**src/rtl/out_writer_pkg.sv**
```systemverilog
// rtl/out_writer_pkg.sv - shared state enum, default widths and FIFO pointer sizing for the output BRAM writer
package out_writer_pkg;

   typedef enum logic [1:0] {
      IDLE = 2'd0,
      RUN  = 2'd1,
      DONE = 2'd2
   } writer_state_e;

   localparam int DEF_WRITE_WIDTH = 128;
   localparam int DEF_ADDR_BIT    = 10;
   localparam int DEF_FIFO_DEPTH  = 4;
   localparam int DEF_CNT_BIT     = 16;

   // One extra wrap bit distinguishes full from empty when the index bits match.
   function automatic int fifo_ptr_w(input int depth);
      return $clog2(depth) + 1;
   endfunction

endpackage

```
**src/rtl/out_bram_writer_fifo.sv**
```systemverilog
// rtl/out_bram_writer_fifo.sv - synchronous skid FIFO (sync_fifo) with push-while-full allowed when popping
module sync_fifo
   import out_writer_pkg::*;
#(
   parameter int WIDTH = DEF_WRITE_WIDTH,
   parameter int DEPTH = DEF_FIFO_DEPTH
) (
   input  logic             clk,
   input  logic             rst_n,
   input  logic             push,
   input  logic             pop,
   input  logic [WIDTH-1:0] wdata,
   output logic [WIDTH-1:0] rdata,
   output logic             full,
   output logic             empty
);

   localparam int PW = fifo_ptr_w(DEPTH);
   localparam int IW = PW - 1;

   logic [PW-1:0]    r_wr_ptr;
   logic [PW-1:0]    r_rd_ptr;
   logic [WIDTH-1:0] r_mem [DEPTH];
   logic             w_do_pop;
   logic             w_do_push;

   assign empty     = (r_wr_ptr == r_rd_ptr);
   assign full      = (r_wr_ptr[PW-1] != r_rd_ptr[PW-1]) &&
                      (r_wr_ptr[IW-1:0] == r_rd_ptr[IW-1:0]);
   assign w_do_pop  = pop && !empty;
   // A slot freed by a same-cycle pop lets a push into a full FIFO land.
   assign w_do_push = push && (!full || w_do_pop);
   assign rdata     = r_mem[r_rd_ptr[IW-1:0]];

   always_ff @(posedge clk) begin
      if (!rst_n) begin
         r_wr_ptr <= '0;
         r_rd_ptr <= '0;
      end else begin
         if (w_do_push) r_wr_ptr <= r_wr_ptr + PW'(1);
         if (w_do_pop)  r_rd_ptr <= r_rd_ptr + PW'(1);
      end
   end

   always_ff @(posedge clk) begin
      if (w_do_push) r_mem[r_wr_ptr[IW-1:0]] <= wdata;
   end

endmodule

```
**src/rtl/out_bram_writer.sv**
```systemverilog
// rtl/out_bram_writer.sv - writes packed result words sequentially into the output BRAM; STALL_CNT_EN adds stall_cycles
module out_bram_writer
   import out_writer_pkg::*;
#(
   parameter int WRITE_WIDTH = DEF_WRITE_WIDTH,
   parameter int ADDR_BIT    = DEF_ADDR_BIT,
   parameter int FIFO_DEPTH  = DEF_FIFO_DEPTH,
   parameter int CNT_BIT     = DEF_CNT_BIT
) (
   input  logic                   clk,
   input  logic                   rst_n,
   input  logic                   start,
   input  logic [ADDR_BIT-1:0]    base_addr,
   input  logic [CNT_BIT-1:0]     num_words,
   input  logic [WRITE_WIDTH-1:0] in_data,
   input  logic                   valid_i,
   input  logic                   bram_grant,
   output logic                   bram_we,
   output logic [ADDR_BIT-1:0]    bram_addr,
   output logic [WRITE_WIDTH-1:0] bram_wdata,
   output logic                   busy,
   output logic                   done,
   output logic                   overflow
`ifdef STALL_CNT_EN
   ,
   output logic [CNT_BIT-1:0]     stall_cycles
`endif
);

   writer_state_e          r_state;
   logic [ADDR_BIT-1:0]    r_addr;
   logic [CNT_BIT-1:0]     r_remaining;
   logic [WRITE_WIDTH-1:0] w_head;
   logic                   w_full;
   logic                   w_empty;
   logic                   w_pop;

   assign w_pop = (r_state == RUN) && !w_empty && bram_grant;
   assign busy  = (r_state == RUN);

   sync_fifo #(
      .WIDTH (WRITE_WIDTH),
      .DEPTH (FIFO_DEPTH)
   ) u_fifo (
      .clk   (clk),
      .rst_n (rst_n),
      .push  (valid_i),
      .pop   (w_pop),
      .wdata (in_data),
      .rdata (w_head),
      .full  (w_full),
      .empty (w_empty)
   );

   always_ff @(posedge clk) begin
      if (!rst_n) begin
         r_state     <= IDLE;
         r_addr      <= '0;
         r_remaining <= '0;
         bram_we     <= 1'b0;
         bram_addr   <= '0;
         bram_wdata  <= '0;
         done        <= 1'b0;
         overflow    <= 1'b0;
      end else begin
         bram_we <= 1'b0;
         done    <= 1'b0;
         case (r_state)
            IDLE: begin
               if (start) begin
                  r_addr      <= base_addr;
                  r_remaining <= num_words;
                  overflow    <= 1'b0;
                  r_state     <= (num_words == '0) ? DONE : RUN;
               end
            end
            RUN: begin
               if (w_pop) begin
                  bram_we     <= 1'b1;
                  bram_addr   <= r_addr;
                  bram_wdata  <= w_head;
                  r_addr      <= r_addr + ADDR_BIT'(1);
                  r_remaining <= r_remaining - CNT_BIT'(1);
                  if (r_remaining == CNT_BIT'(1)) r_state <= DONE;
               end
            end
            DONE: begin
               done    <= 1'b1;
               r_state <= IDLE;
            end
            default: r_state <= IDLE;
         endcase
         // Placed after the start clear so a drop in the start cycle is still recorded.
         if (valid_i && w_full && !w_pop) overflow <= 1'b1;
      end
   end

`ifdef STALL_CNT_EN
   always_ff @(posedge clk) begin
      if (!rst_n) begin
         stall_cycles <= '0;
      end else if (r_state == IDLE && start) begin
         stall_cycles <= '0;
      end else if (r_state == RUN && !w_empty && !bram_grant && stall_cycles != '1) begin
         stall_cycles <= stall_cycles + CNT_BIT'(1);
      end
   end
`endif

endmodule
```
**config.mk**
```make
export PLATFORM = sky130hd
export DESIGN_NAME = out_bram_writer
export DESIGN_NICKNAME = d
export VERILOG_FILES = /design/src/rtl/out_writer_pkg.sv /design/src/rtl/out_bram_writer_fifo.sv /design/src/rtl/out_bram_writer.sv
export SDC_FILE = /design/constraint.sdc
export NUM_CORES = 1
export LEC_CHECK = 0
export CAP_MARGIN = 25
export CORE_AREA = 8 8 307 190
export DETAILED_ROUTE_END_ITERATION = 10
export DIE_AREA = 0 0 315 198
export PLACE_DENSITY = 0.71
export SLEW_MARGIN = 30
export SYNTH_ARGS = -nofsm -noshare
export SYNTH_HDL_FRONTEND = slang
export SYNTH_SLANG_ARGS = --single-unit
```
**constraint.sdc**
```tcl
create_clock -name clk -period 7.2 [get_ports clk]
set_input_delay 1.8 -clock clk [delete_from_list [all_inputs] [get_ports clk]]
set_output_delay 1.8 -clock clk [all_outputs]
set_load 0.01 [all_outputs]
```
==> metrics.yaml, run 1 <==
run_status:
  status: "finished clean"
synthesis:
  ys_seq_area_frac: 0.743
  synthCells: 1555
  synth.top_cell.area_share: 0.605
  synthesis.nets: 1722
  async_reset_ff_frac: 0
  synth_top_cell_by_area: "edfxtp_1"
  yosys-top-cells-area: "edfxtp_1 60%, dfxtp_1 14%, mux4_2 11%, nand2_1 4.6%, a21oi_1 3.1%"
  syn_area_mm2: 0.0254
  syn_avg_cell_area_um2: 16.3
  synth_common_cells: "512 x edfxtp_1, 312 x nand2_1, 175 x dfxtp_1"
  synth_most_common_cell: "edfxtp_1"
  synth_ff_type: "edfxtp_1"
  yosysWarnings: 0
  ys_ff_latch: 687
  synth_edf_count: 512
  ys_types: 60
worst_setup_path:
  cp-start-kind: "flip-flop"
  required_ns: 5.40
  reg2reg_from: "u_fifo.r_rd_ptr[1]$_SDFFE_PN0P_"
  cp.arrival_ns: 2.45
  r2r_cells: 5
  criticalPathCategory: "reg -> out"
  end_kind: "output pin"
  r2r_end: "u_fifo.r_mem[0][34]$_DFFE_PP_"
  path_max_fanout: 21
  rrSetupSlack_ns: 3.89
clocking:
  cts_buffer_depth: 3
  cts_setup_buffers: 0
  cts_tree: "yes"
  cts_inserted_buffers: 60
  h-tree-depth: 2
  post_cts_resized: 0
  postCtsHoldBufs: 0
  clk_pin_slew_ns: 0.06
  clock_latency_ns: 0.60
  cts.sinks: 687
  cts_root_buf: "clkbuf_16"
layout:
  post-route-util: 0.585
  nNetsFinal: 2018
  drive_above_1_share: 0.144
  diodes: 0
  syn_to_final_growth_pct: 23.3
timing:
  max_freq_mhz: 235
  timing.final.ws_setup_ns: 2.95
  finalHoldViolCount: 0
  setup_viol: 0
  whs_ns: 0.454
  grt_setup_unrepaired: "no"
  skew_ns: 0.0263
  min_period_ns: 4.25
  final_max_slew_viol_count: 0
  tns_ns: 0
  max-slew-margin-rel: 0.360
  worstMarginPinSlew_ns: 0.957
  post-route-period-util: 0.590
routing:
  totalWireLength_um: 57500
  wire_per_inst_um: 22.0
  vias: 14300
  drc: 0
  detail-route-antenna-nets: 0
  first_pass_iters: 5
  avgViaCountPerCell: 5.48
  drtIter0Drc: 1205
worst_hold_path:
  whs_path_depth: 2
  hold_path_end: "bram_wdata[118]$_SDFFE_PN0P_"
  min_from: "bram_wdata[118]$_SDFFE_PN0P_"
  hp-class: "reg -> reg"
floorplanning:
  row_count: 66
  die_w_um: 315
  boundaryPins: 301
  die_area_mm2: 0.0624
  die_y_um: 198
  core_mm2: 0.0536
  start_util: 0.474
placed_design:
  dp_hpwl_um: 35100
  io_buffers: 300
  dp_slack_ns: 2.41
  gp_congestion: 0.809
global_route:
  grt_max_degree: 84
  overflow: 0
  grt_antenna_before_repair: 4
  grt_pass1_wl_um: 87600
  track_usage: 0.180
  grt_pass1_vias: 14700
pwr:
  total_power_mw: 8.51
  power_density_mw_per_mm2: 271
  power.leakage_nw: 9.92
  peakVddDrop_mv: 0.214
job:
  max-cap-violations: 0
-- sequential cells by signal (all words and copies together) (netlist names) --
| signal | cells |
|---|---|
| overflow | 1 |
| r_state | 2 |
| bram_wdata | 128 |
| u_fifo.r_rd_ptr | 3 |
| done | 1 |
| bram_addr | 10 |
| u_fifo.r_wr_ptr | 3 |
| u_fifo.r_mem | 512 |
| r_addr | 10 |
| bram_we | 1 |
| r_remaining | 16 |
-- metal layers --
metal / wire [um] / global-route usage / part of all wire
met2: 27300 / 0.292 / 0.47
met4: 852 / 0.0339 / 0.015
met1: 24700 / 0.247 / 0.43
met3: 4680 / 0.0494 / 0.081
met5: 51 / 0 / 0.00089
-- area by class of cell --
type | instances | area (um^2)
inverters | 10 | 42.5
well taps | 714 | 893
multi-input cells | 762 | 6120
fillers | 3987 | 22200
clock buffers | 89 | 1790
clock inverters | 25 | 293
repair buffers | 330 | 3330
flip-flops and latches | 687 | 18900
-- cell usage in the layout, fill, tap and decap left out, types with 7 or more instances in the layout --
| master | n |
|---|---|
| o21ai_0 | 7 |
| a22oi_1 | 8 |
| clkbuf_16 | 62 |
| clkbuf_8 | 14 |
| mux4_2 | 128 |
| edfxtp_1 | 512 |
| o22ai_1 | 11 |
| dfxtp_1 | 173 |
| inv_1 | 9 |
| clkinv_2 | 11 |
| ha_1 | 8 |
| buf_4 | 20 |
| nand2_1 | 312 |
| a21oi_1 | 157 |
| o32ai_1 | 7 |
| clkdlybuf4s50_1 | 300 |
| nand4_1 | 10 |
| nor3_1 | 8 |
| clkbuf_1 | 13 |
| nor2_1 | 16 |
-- power by group --
group          internal, mW  switching (mW)  total, mW  leakage (nW)
registers              4.44          0.0688       4.51          6.12
clock network          1.94            1.39       3.33          1.03
logic                 0.307           0.362      0.669          2.77
-- how the worst max path moves through the flow --
stage | start | endpoint | slack (ns) | depth (start not counted)
after floorplan | bram_grant | u_fifo.r_wr_ptr[2]$_SDFFE_PN0P_ | 1.31 | 4
after global placement | bram_grant | u_fifo.r_mem[0][20]$_DFFE_PP_ | 2.41 | 5
after detailed placement | bram_grant | u_fifo.r_mem[3][125]$_DFFE_PP_ | 2.41 | 5
after CTS | r_state[0]$_SDFFE_PN0P_ | busy | 2.94 | 3
after global routing | r_state[0]$_SDFFE_PN0P_ | busy | 2.87 | 3
final | r_state[0]$_SDFFE_PN0P_ | busy | 2.95 | 3
-- critical path, stage by stage, from the launching register on --
cell             delay, ns
dfxtp_1               0.46
nand2b_1              0.11
inv_1                 0.59
clkdlybuf4s50_1       0.70
-- per-stage QoR --
step | instance area [um^2] | std cells
after floorplan | 25400 | 1555
after CTS | 31300 | 2616
after detailed placement | 29200 | 2502
final | 31300 | 2617
after global routing | 31300 | 2617
after global placement | 29100 | 2498
-- cells by family (layout without fill, tap and decap cells) --
group                      count (synthesis)  count (layout)  synth area share
adders and majority gates                  8               8           0.00394
DFF                                      687             687             0.743
and+or+nand+nor                          386             386            0.0644
buffers and inverters                    106             454            0.0177
AOI/OAI and AO/OA                        231             231            0.0545
muxes                                    131             131             0.115
xor gates and xnor gates                   6               6           0.00207
No activity file was read; power rests on OpenSTA's default activity.
==> inputs of run 2 (changes only) <==
Settings changed: PLACE_DENSITY 0.71 to 0.73.
Clock period 7.2 ns to 3.5 ns, I/O delays scaled along.
==> run 2 against run 1 <==
Core utilization hardly changed. Via count is 1.3% higher. Worst hold slack worse by 0.0019 ns. Setup slack worse by 2.4 ns. Die area stayed put. Combinational power is 110% higher. Non-clock buffer count stayed put. Global-route usage is 0.46 points higher. Clock power is 95% higher. Cell count is 0.11% higher. Register-to-register slack worse by 3.1 ns. Wire length is 1.7% higher. Largest cell class unchanged.
==> metrics.yaml, run 2 (synthesized netlist as in run 1, its figures left out) <==
global_route:
  overflow: 0
  track_usage: 0.185
  grt_pass1_wl_um: 89900
  grt_max_degree: 131
  grt_antenna_before_repair: 9
  grt_pass1_vias: 15100
floorplanning:
  die_area_mm2: 0.0624
  boundaryPins: 301
  start_util: 0.474
  row_count: 66
  die_w_um: 315
  die_y_um: 198
  core_mm2: 0.0536
timing:
  post-route-period-util: 0.839
  skew_ns: 0.0131
  timing.final.ws_setup_ns: 0.565
  max-slew-margin-rel: 0.369
  tns_ns: 0
  grt_setup_unrepaired: "no"
  whs_ns: 0.452
  final_max_slew_viol_count: 0
  max_freq_mhz: 341
  worstMarginPinSlew_ns: 0.943
  setup_viol: 0
  min_period_ns: 2.94
  finalHoldViolCount: 0
placed_design:
  placedInstanceArea_mm2: 0.0294
  io_buffers: 300
  dp_slack_ns: 0.293
  gp_congestion: 0.854
  dp_hpwl_um: 35800
layout:
  syn_to_final_growth_pct: 23.3
  drive_above_1_share: 0.142
  layout_common_cells: "512 x edfxtp_1, 312 x nand2_1, 300 x clkdlybuf4s50_1, 173 x dfxtp_1, 157 x a21oi_1"
  final_common_cell: "edfxtp_1"
  largest_reg_flops: 512
  nNetsFinal: 2018
  nFillCells: 4026
  fin_area_mm2: 0.0313
worst_setup_path:
  path_max_fanout: 21
  rrSetupSlack_ns: 0.76
  crit_start: "r_state[1]$_SDFFE_PN0P_"
  criticalPathCategory: "reg -> out"
  cp.arrival_ns: 2.06
  slowest_delay_ns: 0.60
  r2r_end: "u_fifo.r_mem[3][27]$_DFFE_PP_"
  required_ns: 2.62
  reg2reg_from: "u_fifo.r_wr_ptr[0]$_SDFFE_PN0P_"
  cp-start-kind: "flip-flop"
  path_cells: "nand2b_1 -> inv_1 -> buf_4 -> clkdlybuf4s50_1"
  end_kind: "output pin"
  crit_slowest_cell: "clkdlybuf4s50_1"
  r2r_cells: 4
pwr:
  peakVddDrop_mv: 0.355
  power_density_mw_per_mm2: 548
  power.leakage_nw: 9.88
clocking:
  postCtsHoldBufs: 0
  clock_latency_ns: 0.60
  cts_tree: "yes"
  cts_inserted_buffers: 60
  h-tree-depth: 2
  cts_buffer_depth: 3
  clk_pin_slew_ns: 0.07
  cts_root_buf: "clkbuf_16"
  cts.sinks: 687
  cts_setup_buffers: 0
  post_cts_resized: 0
routing:
  vias: 14500
  first_pass_iters: 6
  drc: 0
  avgViaCountPerCell: 5.54
  drtIter0Drc: 1029
  detail-route-antenna-nets: 0
  totalWireLength_um: 58500
  wire_per_inst_um: 22.3
worst_hold_path:
  hp-class: "reg -> reg"
  hold_path_end: "bram_wdata[96]$_SDFFE_PN0P_"
  whs_path_depth: 2
  min_from: "bram_wdata[96]$_SDFFE_PN0P_"
run_status:
  status: "finished clean"
job:
  max-cap-violations: 0
[run 2: how the worst max path moves through the flow]
stage	to	slack [ns]	depth (start not counted)
finish	busy	0.56	4
detailed placement	u_fifo.r_mem[3][24]$_DFFE_PP_	0.29	5
global route	busy	0.43	4
floorplan	u_fifo.r_wr_ptr[2]$_SDFFE_PN0P_	0.06	4
CTS	busy	0.56	4
global placement	u_fifo.r_mem[2][25]$_DFFE_PP_	0.31	5
[run 2: worst max-delay path: cells and delay by family, from the launching register on]
kind / cells / cell delay (ns)
buf+inv: 3 / 0.92
flops: 1 / 0.37
simple gates: 1 / 0.18
[run 2: final cells by class]
cell class                      instances  area [um^2]  share of cell area
Clock inverter                         25          205             0.00655
Clock buffer                           88         1740              0.0556
Inverter                               10         42.5             0.00136
Multi-Input combinational cell        762         6110               0.195
Antenna cell                            4         10.0            0.000319
Tap cell                              714          893              0.0285
Sequential cell                       687        18900               0.603
Timing Repair Buffer                  330         3450               0.110
[run 2: metrics by stage]
step	power, mW	util	std cells
6_report	17.2	0.585	2620
5_1_grt	17.8	0.585	2616
4_1_cts	17.3	0.584	2615
3_5_place_dp	10.9	0.548	2502
3_3_place_gp	10.8	0.548	2502
2_1_floorplan	10.2	-	1555
[run 2: metal layers]
metal,track usage,vias to the layer above,part of all wire
met1,0.248,7338,0.42
met5,0,-,0.0015
li1,-,6560,-
met4,0.0358,14,0.014
met3,0.0520,88,0.084
met2,0.304,514,0.48
[run 2: where the power goes]
group	internal (mW)	switching (mW)
Combinational	0.649	0.763
Sequential	9.14	0.141
Clock	3.61	2.88
==> inputs of run 3 (changes only) <==
Settings changed: PLACE_DENSITY 0.73 to 0.71.
Clock period 3.5 ns to 2.72 ns, I/O delays scaled along.
==> run 3 against run 2 <==
Highest routed layer unchanged. Combinational power grew 31%. Wire length grew 0.24%. Critical path type unchanged. Non-clock buffer count grew 11. Setup slack lost 0.40 ns. Die area is the same. Global-route usage shrank 0.16 points. Clock skew grew 0.0059 ns. Worst hold slack gained 0.00067 ns. First-iteration DRC count grew 3.8%. Critical path depth shrank 1. Clock power grew 40%. Register-to-register slack lost 0.50 ns.
==> metrics.yaml, run 3 (synthesized netlist as in run 1, its figures left out) <==
run_status:
  status: "finished clean"
clocking:
  post_cts_resized: 0
  h-tree-depth: 2
  clk_pin_slew_ns: 0.07
  postCtsHoldBufs: 0
  cts.sinks: 687
  cts_inserted_buffers: 61
  cts_root_buf: "clkbuf_16"
  cts_buffer_depth: 3
  cts_tree: "yes"
  clock_latency_ns: 0.61
  cts_setup_buffers: 0
global_route:
  grt_antenna_before_repair: 4
  track_usage: 0.183
  grt_pass1_wl_um: 89300
  overflow: 0
  grt_pass1_vias: 15300
  grt_max_degree: 131
layout:
  nFillCells: 3993
  layout_common_cells: "512 x edfxtp_1, 312 x nand2_1, 300 x clkdlybuf4s50_1, 173 x dfxtp_1, 157 x a21oi_1"
  fin_area_mm2: 0.0317
  final_common_cell: "edfxtp_1"
  diodes: 0
  largest_reg_flops: 512
  nNetsFinal: 2030
  post-route-util: 0.591
  drive_above_1_share: 0.149
  syn_to_final_growth_pct: 24.7
worst_setup_path:
  required_ns: 2.04
  cp.arrival_ns: 1.88
  criticalPathCategory: "reg -> out"
  r2r_cells: 4
  path_max_fanout: 7
  cp-start-kind: "flip-flop"
  end_kind: "output pin"
routing:
  drc: 0
  avgViaCountPerCell: 5.55
  first_pass_iters: 5
  wire_per_inst_um: 22.3
  vias: 14600
  drtIter0Drc: 1068
  totalWireLength_um: 58600
  detail-route-antenna-nets: 0
pwr:
  power_density_mw_per_mm2: 722
  total_power_mw: 22.9
  peakVddDrop_mv: 0.481
  power.leakage_nw: 10.0
timing:
  timing.final.ws_setup_ns: 0.160
  worstMarginPinSlew_ns: 0.923
  min_period_ns: 2.56
  post-route-period-util: 0.941
  max_freq_mhz: 391
  grt_setup_unrepaired: "no"
  finalHoldViolCount: 0
  skew_ns: 0.0189
  setup_viol: 0
  max-slew-margin-rel: 0.383
  final_max_slew_viol_count: 0
floorplanning:
  start_util: 0.474
  row_count: 66
  core_mm2: 0.0536
  die_w_um: 315
  boundaryPins: 301
  die_area_mm2: 0.0624
  die_y_um: 198
placed_design:
  dp_slack_ns: -0.0821
  placedInstanceArea_mm2: 0.0296
  dp_hpwl_um: 35600
  gp_congestion: 0.820
  io_buffers: 300
worst_hold_path:
  hp-class: "reg -> reg"
  whs_path_depth: 2
job:
  max-cap-violations: 0
==> run 3: changes by cell type in the layout (fill, tap and decap cells not counted), moves of 2 or more <==
cell	previous run	this run
clkbuf_8	9	6
diode_2	4	0
buf_12	16	25
inv_6	4	6
buf_4	13	16
clkinv_1	4	6
clkbuf_1	16	12
bufinv_16	2	10
==> run 3: final cells by class <==
| type | instances | area [um^2] | share of cell area |
|---|---|---|---|
| timing repair buffer | 341 | 3620 | 0.114 |
| clock inverter | 37 | 475 | 0.0150 |
| multi-input combinational | 762 | 6110 | 0.193 |
| sequential | 687 | 18900 | 0.596 |
| inverter | 10 | 42.5 | 0.00134 |
| tap | 714 | 893 | 0.0282 |
| clock buffer | 79 | 1650 | 0.0522 |
==> run 3: through the flow <==
stage,hold slack (ns),TNS (ns),std cells
after floorplan,0.435,-197.85,1555
after global placement,0.442,-26.30,2514
after detailed placement,0.447,-29.48,2514
after CTS,0.455,0,2630
after global routing,0.462,0,2630
final,0.453,0,2630
==> run 3: critical path: stages, from the launching register on <==
cell	delay (ns)
dfxtp_1	0.53
nand2b_1	0.12
inv_1	0.09
clkdlybuf4s50_1	0.54
==> run 3: report_power, final <==
| part | leakage (nW) | switching [mW] | internal, mW |
|---|---|---|---|
| Clock | 1.04 | 3.79 | 5.27 |
| Sequential | 6.12 | 0.185 | 11.8 |
| Combinational | 2.88 | 0.990 | 0.863 |
==> run 3: path summary, 6_finish.rpt <==
kind	from	end	slack, ns
max	r_state[0]$_SDFFE_PN0P_	busy	0.16
min reg2reg	bram_wdata[93]$_SDFFE_PN0P_	bram_wdata[93]$_SDFFE_PN0P_	0.45
max reg2reg	u_fifo.r_wr_ptr[1]$_SDFFE_PN0P_	u_fifo.r_mem[2][1]$_DFFE_PP_	0.26
min	bram_wdata[93]$_SDFFE_PN0P_	bram_wdata[93]$_SDFFE_PN0P_	0.45
==> run 3: layer usage <==
layer  global-route usage  wire, um  vias up
li1                     -         -     6583
met1                0.249     24800     7419
met2                0.304     28400      499
met3               0.0443      4500       87
met4               0.0339       868        8
met5                    0        53        -
